===== config.mk =====
export PLATFORM = sky130hd
export DESIGN_NAME = rr_cfg_regs_flat
export DESIGN_NICKNAME = d
export VERILOG_FILES = /design/src/rtl/rr_cfg_pkg.sv /design/src/rtl/rr_axi_lite_bus_t.sv /design/src/rtl/rr_cfg_axil_slave_if.sv /design/src/rtl/rr_cfg_regs.sv /design/src/flat_wrapper.sv
export SDC_FILE = /design/constraint.sdc
export NUM_CORES = 1
export LEC_CHECK = 0
export CELL_PAD_IN_SITES_DETAIL_PLACEMENT = 1
export CELL_PAD_IN_SITES_GLOBAL_PLACEMENT = 2
export CORE_MARGIN = 2
export CORE_UTILIZATION = 30
export DETAILED_ROUTE_END_ITERATION = 10
export GPL_TIMING_DRIVEN = 0
export HOLD_SLACK_MARGIN = 0.02
export PLACE_DENSITY = 0.95
export SETUP_SLACK_MARGIN = 0.1
export SYNTH_ARGS = -nofsm -noshare
export SYNTH_HDL_FRONTEND = slang
export SYNTH_SLANG_ARGS = --single-unit

===== constraint.sdc =====
create_clock -name clk -period 4.5 [get_ports clk]
set_clock_uncertainty 0.15 [all_clocks]
set_input_delay 0.9 -clock clk [delete_from_list [all_inputs] [get_ports clk]]
set_output_delay 0.9 -clock clk [all_outputs]
set_load 0.01 [all_outputs]

===== src/rtl/rr_cfg_pkg.sv =====
// rr_cfg_pkg: shared constants for the record/replay configuration register file.
// Holds register byte offsets, CTRL bit indices, AXI response codes, the
// read-back value for unmapped offsets, and a byte-strobe merge helper.
package rr_cfg_pkg;

    // Register byte offsets within the 256-byte decode window
    localparam logic [7:0] OFF_CTRL        = 8'h00;
    localparam logic [7:0] OFF_STATUS      = 8'h04;
    localparam logic [7:0] OFF_BUF_BASE_LO = 8'h08;
    localparam logic [7:0] OFF_BUF_BASE_HI = 8'h0C;
    localparam logic [7:0] OFF_BUF_SIZE    = 8'h10;
    localparam logic [7:0] OFF_LOG_CNT_LO  = 8'h14;
    localparam logic [7:0] OFF_LOG_CNT_HI  = 8'h18;
    localparam logic [7:0] OFF_SCRATCH     = 8'h1C;
    localparam logic [7:0] OFF_VERSION     = 8'h20;
    localparam logic [7:0] OFF_WR_CNT      = 8'h24;
    localparam logic [7:0] OFF_OVF_CLR     = 8'h28;

    // CTRL bit positions
    localparam int CTRL_RECORD_EN_BIT = 0;
    localparam int CTRL_REPLAY_EN_BIT = 1;
    localparam int CTRL_RR_RESET_BIT  = 2;
    localparam int OVF_CLR_BIT        = 0;

    localparam logic [1:0]  AXI_RESP_OKAY        = 2'b00;
    localparam logic [1:0]  AXI_RESP_SLVERR      = 2'b10;
    localparam logic [31:0] RR_CFG_UNMAPPED_DATA = 32'hDEAD_BEEF;

    // Replace only the bytes of old_val whose strobe bit is set
    function automatic logic [31:0] apply_wstrb(input logic [31:0] old_val,
                                                input logic [31:0] new_val,
                                                input logic [3:0]  strb);
        logic [31:0] merged;
        merged = old_val;
        for (int b = 0; b < 4; b++) begin
            if (strb[b]) merged[8*b +: 8] = new_val[8*b +: 8];
        end
        return merged;
    endfunction

endpackage


===== src/rtl/rr_axi_lite_bus_t.sv =====
// rr_axi_lite_bus_t: 32-bit AXI-lite bus bundle for the record/replay config window.
// modport master : the view taken by the block that terminates the bus
//                  (receives AW/W/AR, drives B/R and the ready signals).
// modport initiator : the view of the requester driving the bus.
interface rr_axi_lite_bus_t;
    logic        awvalid;
    logic        awready;
    logic [31:0] awaddr;
    logic        wvalid;
    logic        wready;
    logic [31:0] wdata;
    logic [3:0]  wstrb;
    logic        bvalid;
    logic        bready;
    logic [1:0]  bresp;
    logic        arvalid;
    logic        arready;
    logic [31:0] araddr;
    logic        rvalid;
    logic        rready;
    logic [31:0] rdata;
    logic [1:0]  rresp;

    modport master (
        input  awvalid, awaddr, wvalid, wdata, wstrb, bready, arvalid, araddr, rready,
        output awready, wready, bvalid, bresp, arready, rvalid, rdata, rresp
    );

    modport initiator (
        output awvalid, awaddr, wvalid, wdata, wstrb, bready, arvalid, araddr, rready,
        input  awready, wready, bvalid, bresp, arready, rvalid, rdata, rresp
    );
endinterface


===== src/rtl/rr_cfg_axil_slave_if.sv =====
// rr_cfg_axil_slave_if: AXI-lite handshake engine for rr_cfg_regs.
// Handshake rule for every channel: a beat transfers on a rising clk edge
// where valid and ready are both high; valid, once raised, holds with stable
// payload until that edge.
// Ports:
//   clk, rst                          clock, synchronous active-high reset
//   aw*/w*/b*/ar*/r*                  AXI-lite slave channels
//   wr_en, wr_addr, wr_data, wr_strb  one-cycle commit strobe + held write beat
//   wr_err_in                         register array flags the commit as SLVERR
//   rd_en, rd_addr                    one-cycle read strobe + address (AR handshake cycle)
//   rd_data, rd_err_in                read data/error selected by the register array
module rr_cfg_axil_slave_if
    import rr_cfg_pkg::*;
(
    input  logic        clk,
    input  logic        rst,
    input  logic        awvalid,
    input  logic [31:0] awaddr,
    output logic        awready,
    input  logic        wvalid,
    input  logic [31:0] wdata,
    input  logic [3:0]  wstrb,
    output logic        wready,
    output logic        bvalid,
    input  logic        bready,
    output logic [1:0]  bresp,
    input  logic        arvalid,
    input  logic [31:0] araddr,
    output logic        arready,
    output logic        rvalid,
    input  logic        rready,
    output logic [31:0] rdata,
    output logic [1:0]  rresp,
    output logic        wr_en,
    output logic [31:0] wr_addr,
    output logic [31:0] wr_data,
    output logic [3:0]  wr_strb,
    input  logic        wr_err_in,
    output logic        rd_en,
    output logic [31:0] rd_addr,
    input  logic [31:0] rd_data,
    input  logic        rd_err_in
);

    logic        aw_held;
    logic        w_held;
    logic [31:0] aw_addr_q;
    logic [31:0] w_data_q;
    logic [3:0]  w_strb_q;

    assign awready = !aw_held;
    assign wready  = !w_held;
    assign arready = !rvalid;

    // Commit is deferred while a B response is still outstanding
    assign wr_en   = aw_held && w_held && !bvalid;
    assign wr_addr = aw_addr_q;
    assign wr_data = w_data_q;
    assign wr_strb = w_strb_q;

    assign rd_en   = arvalid && !rvalid;
    assign rd_addr = araddr;

    always_ff @(posedge clk) begin
        if (rst) begin
            aw_held   <= 1'b0;
            w_held    <= 1'b0;
            aw_addr_q <= '0;
            w_data_q  <= '0;
            w_strb_q  <= '0;
            bvalid    <= 1'b0;
            bresp     <= AXI_RESP_OKAY;
            rvalid    <= 1'b0;
            rdata     <= '0;
            rresp     <= AXI_RESP_OKAY;
        end else begin
            if (awvalid && !aw_held) begin
                aw_held   <= 1'b1;
                aw_addr_q <= awaddr;
            end
            if (wvalid && !w_held) begin
                w_held   <= 1'b1;
                w_data_q <= wdata;
                w_strb_q <= wstrb;
            end
            // wr_en implies both held and no B pending, so it never
            // collides with a capture or a B handshake above/below
            if (wr_en) begin
                aw_held <= 1'b0;
                w_held  <= 1'b0;
                bvalid  <= 1'b1;
                bresp   <= wr_err_in ? AXI_RESP_SLVERR : AXI_RESP_OKAY;
            end else if (bvalid && bready) begin
                bvalid <= 1'b0;
            end

            if (rd_en) begin
                rvalid <= 1'b1;
                rdata  <= rd_data;
                rresp  <= rd_err_in ? AXI_RESP_SLVERR : AXI_RESP_OKAY;
            end else if (rvalid && rready) begin
                rvalid <= 1'b0;
            end
        end
    end

endmodule


===== src/rtl/rr_cfg_regs.sv =====
// rr_cfg_regs: AXI-lite register file terminating the record/replay
// configuration window (upper 1MB of BAR1). Only addr[7:ADDR_LSB] is decoded.
// Optional build macro RR_CFG_WR_COUNT_EN adds the read-only WR_CNT register
// at 0x24 counting OKAY write commits (saturating); without it 0x24 is unmapped.
// Ports:
//   clk, rst        clock, synchronous active-high reset
//   cfg_bus         AXI-lite bus from the interconnect (this block responds)
//   record_busy     engine status in
//   replay_busy     engine status in
//   overflow_evt    single-cycle overflow event, sets the sticky STATUS[2]
//   log_cnt         free-running 64-bit log count
//   record_en       CTRL[0]
//   replay_en       CTRL[1]
//   rr_reset_pulse  one-cycle pulse after a CTRL write with bit2 set
//   buf_base        {BUF_BASE_HI, BUF_BASE_LO}
//   buf_size        BUF_SIZE
module rr_cfg_regs
    import rr_cfg_pkg::*;
#(
    parameter logic [31:0] VERSION  = 32'h0001_0000,
    parameter int          ADDR_LSB = 2
) (
    input  logic                    clk,
    input  logic                    rst,
    rr_axi_lite_bus_t.master        cfg_bus,
    input  logic                    record_busy,
    input  logic                    replay_busy,
    input  logic                    overflow_evt,
    input  logic [63:0]             log_cnt,
    output logic                    record_en,
    output logic                    replay_en,
    output logic                    rr_reset_pulse,
    output logic [63:0]             buf_base,
    output logic [31:0]             buf_size
);

    logic        wr_en, wr_err, rd_en, rd_err;
    logic [31:0] wr_addr, wr_data, rd_addr, rd_data;
    logic [3:0]  wr_strb;
    logic [7:0]  wr_off, rd_off;
    logic        wr_ok;

    logic [1:0]  ctrl_q;
    logic [31:0] base_lo_q, base_hi_q, size_q, scratch_q, shadow_q;
    logic        ovf_sticky;
`ifdef RR_CFG_WR_COUNT_EN
    logic [15:0] wr_cnt_q;
`endif

    // Address bits above the decode window alias onto the same registers
    logic unused_addr_bits;
    assign unused_addr_bits = ^{wr_addr[31:8], rd_addr[31:8]};

    rr_cfg_axil_slave_if u_axil (
        .clk      (clk),
        .rst      (rst),
        .awvalid  (cfg_bus.awvalid),
        .awaddr   (cfg_bus.awaddr),
        .awready  (cfg_bus.awready),
        .wvalid   (cfg_bus.wvalid),
        .wdata    (cfg_bus.wdata),
        .wstrb    (cfg_bus.wstrb),
        .wready   (cfg_bus.wready),
        .bvalid   (cfg_bus.bvalid),
        .bready   (cfg_bus.bready),
        .bresp    (cfg_bus.bresp),
        .arvalid  (cfg_bus.arvalid),
        .araddr   (cfg_bus.araddr),
        .arready  (cfg_bus.arready),
        .rvalid   (cfg_bus.rvalid),
        .rready   (cfg_bus.rready),
        .rdata    (cfg_bus.rdata),
        .rresp    (cfg_bus.rresp),
        .wr_en    (wr_en),
        .wr_addr  (wr_addr),
        .wr_data  (wr_data),
        .wr_strb  (wr_strb),
        .wr_err_in(wr_err),
        .rd_en    (rd_en),
        .rd_addr  (rd_addr),
        .rd_data  (rd_data),
        .rd_err_in(rd_err)
    );

    // Byte offset with the sub-word bits forced to zero
    assign wr_off = (wr_addr[7:0] >> ADDR_LSB) << ADDR_LSB;
    assign rd_off = (rd_addr[7:0] >> ADDR_LSB) << ADDR_LSB;

    // Only writable offsets accept a write; RO and unmapped offsets answer SLVERR
    always_comb begin
        wr_err = 1'b1;
        case (wr_off)
            OFF_CTRL, OFF_BUF_BASE_LO, OFF_BUF_BASE_HI,
            OFF_BUF_SIZE, OFF_SCRATCH, OFF_OVF_CLR: wr_err = 1'b0;
            default: wr_err = 1'b1;
        endcase
    end
    assign wr_ok = wr_en && !wr_err;

    always_comb begin
        rd_data = RR_CFG_UNMAPPED_DATA;
        rd_err  = 1'b1;
        case (rd_off)
            OFF_CTRL:        begin rd_data = {30'b0, ctrl_q};                                  rd_err = 1'b0; end
            OFF_STATUS:      begin rd_data = {29'b0, ovf_sticky, replay_busy, record_busy};    rd_err = 1'b0; end
            OFF_BUF_BASE_LO: begin rd_data = base_lo_q;                                        rd_err = 1'b0; end
            OFF_BUF_BASE_HI: begin rd_data = base_hi_q;                                        rd_err = 1'b0; end
            OFF_BUF_SIZE:    begin rd_data = size_q;                                           rd_err = 1'b0; end
            OFF_LOG_CNT_LO:  begin rd_data = log_cnt[31:0];                                    rd_err = 1'b0; end
            OFF_LOG_CNT_HI:  begin rd_data = shadow_q;                                         rd_err = 1'b0; end
            OFF_SCRATCH:     begin rd_data = scratch_q;                                        rd_err = 1'b0; end
            OFF_VERSION:     begin rd_data = VERSION;                                          rd_err = 1'b0; end
            OFF_OVF_CLR:     begin rd_data = 32'h0;                                            rd_err = 1'b0; end
`ifdef RR_CFG_WR_COUNT_EN
            OFF_WR_CNT:      begin rd_data = {16'b0, wr_cnt_q};                                rd_err = 1'b0; end
`endif
            default: ;
        endcase
    end

    always_ff @(posedge clk) begin
        if (rst) begin
            ctrl_q         <= '0;
            base_lo_q      <= '0;
            base_hi_q      <= '0;
            size_q         <= '0;
            scratch_q      <= '0;
            shadow_q       <= '0;
            ovf_sticky     <= 1'b0;
            rr_reset_pulse <= 1'b0;
`ifdef RR_CFG_WR_COUNT_EN
            wr_cnt_q       <= '0;
`endif
        end else begin
            rr_reset_pulse <= 1'b0;
            if (wr_ok) begin
                case (wr_off)
                    OFF_CTRL: if (wr_strb[0]) begin
                        ctrl_q[CTRL_RECORD_EN_BIT] <= wr_data[CTRL_RECORD_EN_BIT];
                        ctrl_q[CTRL_REPLAY_EN_BIT] <= wr_data[CTRL_REPLAY_EN_BIT];
                        rr_reset_pulse             <= wr_data[CTRL_RR_RESET_BIT];
                    end
                    OFF_BUF_BASE_LO: base_lo_q <= apply_wstrb(base_lo_q, wr_data, wr_strb);
                    OFF_BUF_BASE_HI: base_hi_q <= apply_wstrb(base_hi_q, wr_data, wr_strb);
                    OFF_BUF_SIZE:    size_q    <= apply_wstrb(size_q, wr_data, wr_strb);
                    OFF_SCRATCH:     scratch_q <= apply_wstrb(scratch_q, wr_data, wr_strb);
                    default: ;
                endcase
            end

            // A same-cycle overflow event beats the clear
            if (overflow_evt) begin
                ovf_sticky <= 1'b1;
            end else if (wr_ok && wr_off == OFF_OVF_CLR && wr_strb[0] && wr_data[OVF_CLR_BIT]) begin
                ovf_sticky <= 1'b0;
            end

            // Reading LOG_CNT_LO freezes the upper half so LO/HI form one coherent sample
            if (rd_en && rd_off == OFF_LOG_CNT_LO) begin
                shadow_q <= log_cnt[63:32];
            end

`ifdef RR_CFG_WR_COUNT_EN
            if (wr_ok && wr_cnt_q != 16'hFFFF) begin
                wr_cnt_q <= wr_cnt_q + 16'd1;
            end
`endif
        end
    end

    assign record_en = ctrl_q[CTRL_RECORD_EN_BIT];
    assign replay_en = ctrl_q[CTRL_REPLAY_EN_BIT];
    assign buf_base  = {base_hi_q, base_lo_q};
    assign buf_size  = size_q;

endmodule


===== src/flat_wrapper.sv =====
// flat-port wrapper written by rule: the top's interface ports become plain ports
module rr_cfg_regs_flat import rr_cfg_pkg::*;
#(
    parameter logic [31:0] VERSION  = 32'h0001_0000,
    parameter int          ADDR_LSB = 2
)
  (clk, rst, record_busy, replay_busy, overflow_evt, log_cnt, record_en, replay_en, rr_reset_pulse, buf_base, buf_size, cfg_bus_awvalid, cfg_bus_awaddr, cfg_bus_wvalid, cfg_bus_wdata, cfg_bus_wstrb, cfg_bus_bready, cfg_bus_arvalid, cfg_bus_araddr, cfg_bus_rready, cfg_bus_awready, cfg_bus_wready, cfg_bus_bvalid, cfg_bus_bresp, cfg_bus_arready, cfg_bus_rvalid, cfg_bus_rdata, cfg_bus_rresp);
  rr_axi_lite_bus_t cfg_bus_i ();
  input  logic clk;
  input  logic rst;
  input  logic record_busy;
  input  logic replay_busy;
  input  logic overflow_evt;
  input  logic [63:0] log_cnt;
  output logic record_en;
  output logic replay_en;
  output logic rr_reset_pulse;
  output logic [63:0] buf_base;
  output logic [31:0] buf_size;
  input wire logic [$bits(cfg_bus_i.awvalid)-1:0] cfg_bus_awvalid;
  input wire logic [$bits(cfg_bus_i.awaddr)-1:0] cfg_bus_awaddr;
  input wire logic [$bits(cfg_bus_i.wvalid)-1:0] cfg_bus_wvalid;
  input wire logic [$bits(cfg_bus_i.wdata)-1:0] cfg_bus_wdata;
  input wire logic [$bits(cfg_bus_i.wstrb)-1:0] cfg_bus_wstrb;
  input wire logic [$bits(cfg_bus_i.bready)-1:0] cfg_bus_bready;
  input wire logic [$bits(cfg_bus_i.arvalid)-1:0] cfg_bus_arvalid;
  input wire logic [$bits(cfg_bus_i.araddr)-1:0] cfg_bus_araddr;
  input wire logic [$bits(cfg_bus_i.rready)-1:0] cfg_bus_rready;
  output wire logic [$bits(cfg_bus_i.awready)-1:0] cfg_bus_awready;
  output wire logic [$bits(cfg_bus_i.wready)-1:0] cfg_bus_wready;
  output wire logic [$bits(cfg_bus_i.bvalid)-1:0] cfg_bus_bvalid;
  output wire logic [$bits(cfg_bus_i.bresp)-1:0] cfg_bus_bresp;
  output wire logic [$bits(cfg_bus_i.arready)-1:0] cfg_bus_arready;
  output wire logic [$bits(cfg_bus_i.rvalid)-1:0] cfg_bus_rvalid;
  output wire logic [$bits(cfg_bus_i.rdata)-1:0] cfg_bus_rdata;
  output wire logic [$bits(cfg_bus_i.rresp)-1:0] cfg_bus_rresp;
  assign cfg_bus_i.awvalid = cfg_bus_awvalid;
  assign cfg_bus_i.awaddr = cfg_bus_awaddr;
  assign cfg_bus_i.wvalid = cfg_bus_wvalid;
  assign cfg_bus_i.wdata = cfg_bus_wdata;
  assign cfg_bus_i.wstrb = cfg_bus_wstrb;
  assign cfg_bus_i.bready = cfg_bus_bready;
  assign cfg_bus_i.arvalid = cfg_bus_arvalid;
  assign cfg_bus_i.araddr = cfg_bus_araddr;
  assign cfg_bus_i.rready = cfg_bus_rready;
  assign cfg_bus_awready = cfg_bus_i.awready;
  assign cfg_bus_wready = cfg_bus_i.wready;
  assign cfg_bus_bvalid = cfg_bus_i.bvalid;
  assign cfg_bus_bresp = cfg_bus_i.bresp;
  assign cfg_bus_arready = cfg_bus_i.arready;
  assign cfg_bus_rvalid = cfg_bus_i.rvalid;
  assign cfg_bus_rdata = cfg_bus_i.rdata;
  assign cfg_bus_rresp = cfg_bus_i.rresp;
  rr_cfg_regs #(.VERSION(VERSION), .ADDR_LSB(ADDR_LSB)) u_core (.clk(clk), .rst(rst), .cfg_bus(cfg_bus_i), .record_busy(record_busy), .replay_busy(replay_busy), .overflow_evt(overflow_evt), .log_cnt(log_cnt), .record_en(record_en), .replay_en(replay_en), .rr_reset_pulse(rr_reset_pulse), .buf_base(buf_base), .buf_size(buf_size));
endmodule

==> impl_metrics.yaml, run 1 <==
outcome:
  outcome: "completed"
grt:
  overflow: 0
  antenna_found_initial: 6
  first_global_vias: 10100
  grtUsageTotal_pct: 25.3
  grt_max_degree: 14
  grt_pass1_wl_mm: 66.5
cts:
  cts_setup_buffers: 0
  tritoncts: "done"
  cts_made_buffers: 28
  holdBufCountCts: 0
  cts_root_buffer: "clkbuf_16"
  htree_num_levels: 1
  clk_pin_slew_ns: 0.06
  cts_resized: 0
  clk_latency_ns: 0.55
  clockBufferDepth: 3
  cts_sinks: 244
timing:
  timing.final.crit_share_pct: 80.5
  maxSlewViolCount: 0
  tightest_slew_ns: 1.28
  slew_headroom_pct: 14.0
  hold_viol: 0
  setup_violations: 0
  tns_ns: 0
  finalCriticalPeriod_ns: 3.62
  rsz0062_at_grt: "false"
  setup_ws_ns: 0.879
  clock.fmax_mhz: 276
drt:
  wl_per_cell_um: 24.9
  wirelength_mm: 45.9
  drtIter0Drc: 828
  ant_nets: 0
  routed_via_density: 5.33
  drt_pass1_iterations: 6
  drc_errors: 0
  vias: 9802
pwr:
  power_uw: 4960
  netSwitchingFraction_pct: 25.0
  power.internal_uw: 3720
  switchingPower_uw: 1240
  pwr-share-clk_pct: 45.0
  comb_power_share_pct: 9.3
  cellLeakagePower_uw: 0.00540
  power_density_nw_per_um2: 351
  ir_worst_vdd_mv: 0.273
  seqPwrFrac_pct: 45.7
yosys:
  synth.cell_area_um2: 10100
  synthMostInstantiatedCell: "dfxtp_1"
  synth_top_cell_by_area: "dfxtp_1"
  syn_inst: 1086
  yosysTopAreaCellShare_pct: 48.2
  yosys_warnings: 0
  postSynthAreaPerCell_um2: 9.33
  synth.distinct_cells: 49
  async_flop_share_pct: 0
  synth_edf_count: 0
  synth-seq-area-share_pct: 48.2
  synthTopCellsByCount: "dfxtp_1, nor2_1, nand2_1, mux2i_1, a21oi_1"
  ys_ff_latch: 244
  synth_flop_cell: "dfxtp_1"
  netlist_top_cells_area: "dfxtp_1, mux2i_1, nor2_1"
worst_hold_path:
  hp-class: "reg -> reg"
  whs_endpoint: "u_core.shadow_q[4]"
  hold_depth: 2
  hp-start: "u_core.shadow_q[4]"
final_layout:
  fin_cells: 1840
  fillers: 3865
  antenna_cells: 0
  multi_input_area_um2: 4890
  drive_gt1_share_pct: 7.33
  layout.nets: 1547
  final_core_util_pct: 42.4
  area_delta_synth_final_pct: 39.7
  ff_latch_area_um2: 4880
run:
  maxCapViolations: 0
floorplanning:
  num_rows: 67
  die_x_um: 188
  die_h_um: 188
  ios: 314
  initial_core_util_pct: 30.4
  core_um2: 33400
  die-area_um2: 35200
critical_path:
  worstPathRequired_ns: 4.78
  end_kind: "register"
  reg2regPathDepth: 7
  arrival_ns: 3.90
  r2r-end: "u_core.u_axil.rdata[5]"
  worstSetupPathType: "in -> reg"
  r2r-start: "u_core.u_axil.rvalid"
  start_kind: "input pin"
  crit_path_max_fanout: 10
  rrSetupSlack_ns: 1.55
place:
  dp_slack_ns: 0.445
  gp_congestion: 0.890
  port_buffers: 256
  dp.cells: 1791
  dpl.hpwl_mm: 34.5
-- per-layer routing --
layer / track usage [%] / vias to the layer above / routed length [um]
met3: 6.23 / 85 / 3920
met1: 32.7 / 4858 / 19300
met4: 7.39 / 2 / 1370
met5: 0 / - / 15
li1: - / 4413 / -
met2: 41.9 / 444 / 21300
-- how the worst max path moves through the flow --
stage                            startpoint                      end  slack, ns  cells after the start
after detailed placement  cfg_bus_araddr[5]  u_core.u_axil.rdata[26]       0.45                      7
after global placement    cfg_bus_araddr[5]  u_core.u_axil.rdata[20]       0.60                      7
after CTS                 cfg_bus_araddr[5]  u_core.u_axil.rdata[26]       0.95                      7
after floorplan           cfg_bus_araddr[2]  u_core.u_axil.rdata[27]       1.96                      6
final                     cfg_bus_araddr[5]  u_core.u_axil.rdata[26]       0.88                      7
after global routing      cfg_bus_araddr[5]  u_core.u_axil.rdata[26]       0.80                      7
-- power groups by stage --
stage | clock, uW | combinational [uW] | sequential (uW)
floorplan | 0 | 182 | 2300
global placement | 0 | 449 | 2310
detailed placement | 0 | 456 | 2320
CTS | 2260 | 458 | 2270
global route | 2330 | 488 | 2270
finish | 2230 | 461 | 2270
-- metrics by stage --
stage | hold WS [ns] | cell area (um2)
2_1_floorplan | 0.282 | 10100
3_3_place_gp | 0.295 | 13300
3_5_place_dp | 0.302 | 13300
4_1_cts | 0.311 | 14100
5_1_grt | 0.334 | 14100
6_report | 0.310 | 14100
-- sequential cells by signal, summed over array words and instances (netlist names), 2 cells and up --
register	count
u_core.u_axil.wr_data	32
u_core.u_axil.wr_strb	4
u_core.base_hi_q	32
u_core.ctrl_q	2
u_core.shadow_q	32
u_core.u_axil.rdata	32
u_core.u_axil.wr_addr	6
u_core.scratch_q	32
u_core.base_lo_q	32
u_core.buf_size	32
-- kinds of logic after synthesis --
kind of cell	count (synthesis)	share of synthesized area, %
simple gates	403	18.0
other cells	1	0.0370
compound gates	188	12.9
buf+inv	87	3.55
mux	163	17.3
flops	244	48.2
-- worst max-delay path: stages --
cell and delay, ns:
clkdlybuf4s50_1 0.50, nor4_2 0.97, and2_1 0.25, buf_2 0.41
buf_4 0.33, a22oi_1 0.16, a311oi_1 0.39
-- layout by cell type (no fill, tap or decap), types with 6 or more instances in the layout --
cell             Yosys  final
a22oi_1             19     19
nor3_4               8      8
clkdlybuf4s50_1      0    256
a21oi_1             81     81
dfxtp_1            244    244
mux2_2              15     15
nand4_1              6      6
buf_2               17     17
inv_1                7      7
and3_1               8      8
a22o_1              18     18
nor2_1             171    171
nand2_1            167    167
clkbuf_1            59     66
a221oi_1            20     20
mux4_2               8      8
a222oi_1             8      8
clkbuf_16            0     29
clkbuf_8             0      8
a311oi_1            18     18
mux2i_1            140    140
nor2b_1              6      6
-- cell type report --
class                   instances  share of cell area [%]
clock buffers                  44                    6.09
inverters                       7                   0.186
plain buffers                  80                    2.35
repair buffers                256                    18.1
clock inverters                 5                   0.221
well taps                     448                    3.96
flip-flops and latches        244                    34.5
multi-input cells             756                    34.6
(Power assumes the default switching activity.)
==> inputs of run 2 (changes only) <==
- CORE_UTILIZATION: 30 -> 25
- PLACE_DENSITY: 0.95 -> 0.88
- clock period: 4.5 -> 3.2 ns (I/O delays scaled with it)
==> run 2 against run 1 <==
  * Hold slack lost 0.0016 ns
  * Worst setup slack lost 0.83 ns
  * Count of clock-buffer cells in the layout is the same
  * Largest cell class unchanged
==> impl_metrics.yaml, run 2 (same netlist as run 1, synthesis figures left out) <==
outcome:
  outcome: "completed"
timing:
  hold_viol: 0
  finalCriticalPeriod_ns: 3.15
  maxSlewViolCount: 0
  slew_headroom_pct: 23.9
  clock.fmax_mhz: 318
  tightest_slew_ns: 1.13
  setup_violations: 0
  timing.final.crit_share_pct: 98.4
  rsz0062_at_grt: "true"
  setup_ws_ns: 0.0522
  tns_ns: 0
run:
  maxCapViolations: 0
cts:
  clk_pin_slew_ns: 0.06
  cts_sinks: 244
  cts_setup_buffers: 0
  cts_root_buffer: "clkbuf_16"
  cts_made_buffers: 27
  cts_resized: 2
  holdBufCountCts: 0
  clk_latency_ns: 0.54
  clockBufferDepth: 3
  htree_num_levels: 1
  tritoncts: "done"
drt:
  routed_via_density: 5.02
  ant_nets: 0
  drc_errors: 0
  wirelength_mm: 48.4
  drt_pass1_iterations: 7
  vias: 9638
  drtIter0Drc: 612
  wl_per_cell_um: 25.2
pwr:
  cellLeakagePower_uw: 0.00542
  ir_worst_vdd_mv: 0.378
  power_uw: 7040
  power_density_nw_per_um2: 492
place:
  gp_congestion: 0.845
  dp.cells: 1868
  dp_slack_ns: -0.522
  port_buffers: 256
  dpl.hpwl_mm: 37.1
  dpl-instance-area_um2: 13400
worst_hold_path:
  hp-class: "reg -> reg"
  whs_endpoint: "u_core.shadow_q[25]"
  hp-start: "u_core.shadow_q[25]"
  hold_depth: 2
critical_path:
  worstSetupPathType: "in -> reg"
  start_kind: "input pin"
  rrSetupSlack_ns: 0.31
  r2r-start: "u_core.u_axil.rvalid"
  worstPathRequired_ns: 3.42
  end_kind: "register"
  crit_path_max_fanout: 10
  reg2regPathDepth: 6
  r2r-end: "u_core.u_axil.rdata[21]"
  arrival_ns: 3.37
grt:
  overflow: 0
  grt_pass1_wl_mm: 68.3
  grt_use_met2_pct: 36.8
  first_global_vias: 10000
  use_met1_pct: 28.6
  top_usage_layer: "met2"
  antenna_found_initial: 4
  grt_max_degree: 14
  use_met3_pct: 5.64
  grtUsageTotal_pct: 22.4
floorplanning:
  core_um2: 39800
  initial_core_util_pct: 25.4
  num_rows: 73
  ios: 314
  die_x_um: 205
  die-area_um2: 42100
  die_h_um: 205
final_layout:
  fin_cells: 1919
  drive_gt1_share_pct: 7.54
  final_area_um2: 14300
  area_delta_synth_final_pct: 41.1
  layout.nets: 1546
  final_cell_mix: "clkdlybuf4s50_1, dfxtp_1, nor2_1"
  final_common_cell: "clkdlybuf4s50_1"
-- run 2: changes by cell type in the layout (fill, tap and decap cells not counted), moves of 2 or more --
cell,change
a221oi_1,-3
a221oi_2,+3
bufinv_16,+2
clkbuf_16,-2
clkinv_2,-2
-- run 2: how the worst max path moves through the flow --
stage	from	endpoint	slack, ns	cells past startpoint
floorplan	cfg_bus_araddr[2]	u_core.u_axil.rdata[27]	0.92	6
global placement	cfg_bus_arvalid	u_core.u_axil.rdata[27]	-0.44	8
detailed placement	cfg_bus_araddr[5]	u_core.u_axil.rdata[22]	-0.52	7
CTS	cfg_bus_araddr[5]	u_core.u_axil.rdata[29]	0.12	5
global route	cfg_bus_arvalid	u_core.u_axil.rdata[21]	0.1	7
finish	cfg_bus_arvalid	u_core.u_axil.rdata[21]	0.05	7
-- run 2: where the power goes --
group          leakage (uW)  switching, uW  internal [uW]  total [uW]
logic               0.00299            369            292         661
registers           0.00198           87.3           3110        3190
clock network      0.000442           1280           1900        3190
-- run 2: stage by stage --
| step | util (%) | hold slack (ns) |
|---|---|---|
| floorplan | - | 0.282 |
| global placement | 33.5 | 0.293 |
| detailed placement | 33.5 | 0.302 |
| CTS | 35.8 | 0.311 |
| global route | 35.9 | 0.326 |
| finish | 35.9 | 0.308 |
-- run 2: final cells by class --
| cell class | count | area (um2) |
|---|---|---|
| Clock buffer | 44 | 820 |
| Clock inverter | 6 | 86.3 |
| Tap cell | 525 | 657 |
| Multi-Input combinational cell | 756 | 4920 |
| Timing Repair Buffer | 256 | 2560 |
| Antenna cell | 1 | 2.50 |
| Fill cell | 4662 | 25500 |
| Inverter | 7 | 26.3 |
| Sequential cell | 244 | 4880 |
| Buffer | 80 | 334 |
-- run 2: critical path: stages --
cell,delay (ns)
clkdlybuf4s50_1,0.48
nor2b_1,0.15
clkbuf_1,0.55
nand3_1,0.17
clkbuf_1,0.34
a221oi_1,0.83
a311oi_1,0.19
-- run 2: metal layers --
layer / up-vias / part of all wire [%]
met5: - / 0.041
met4: 4 / 3.3
met3: 92 / 8.1
met2: 373 / 46
met1: 4766 / 42
li1: 4403 / -
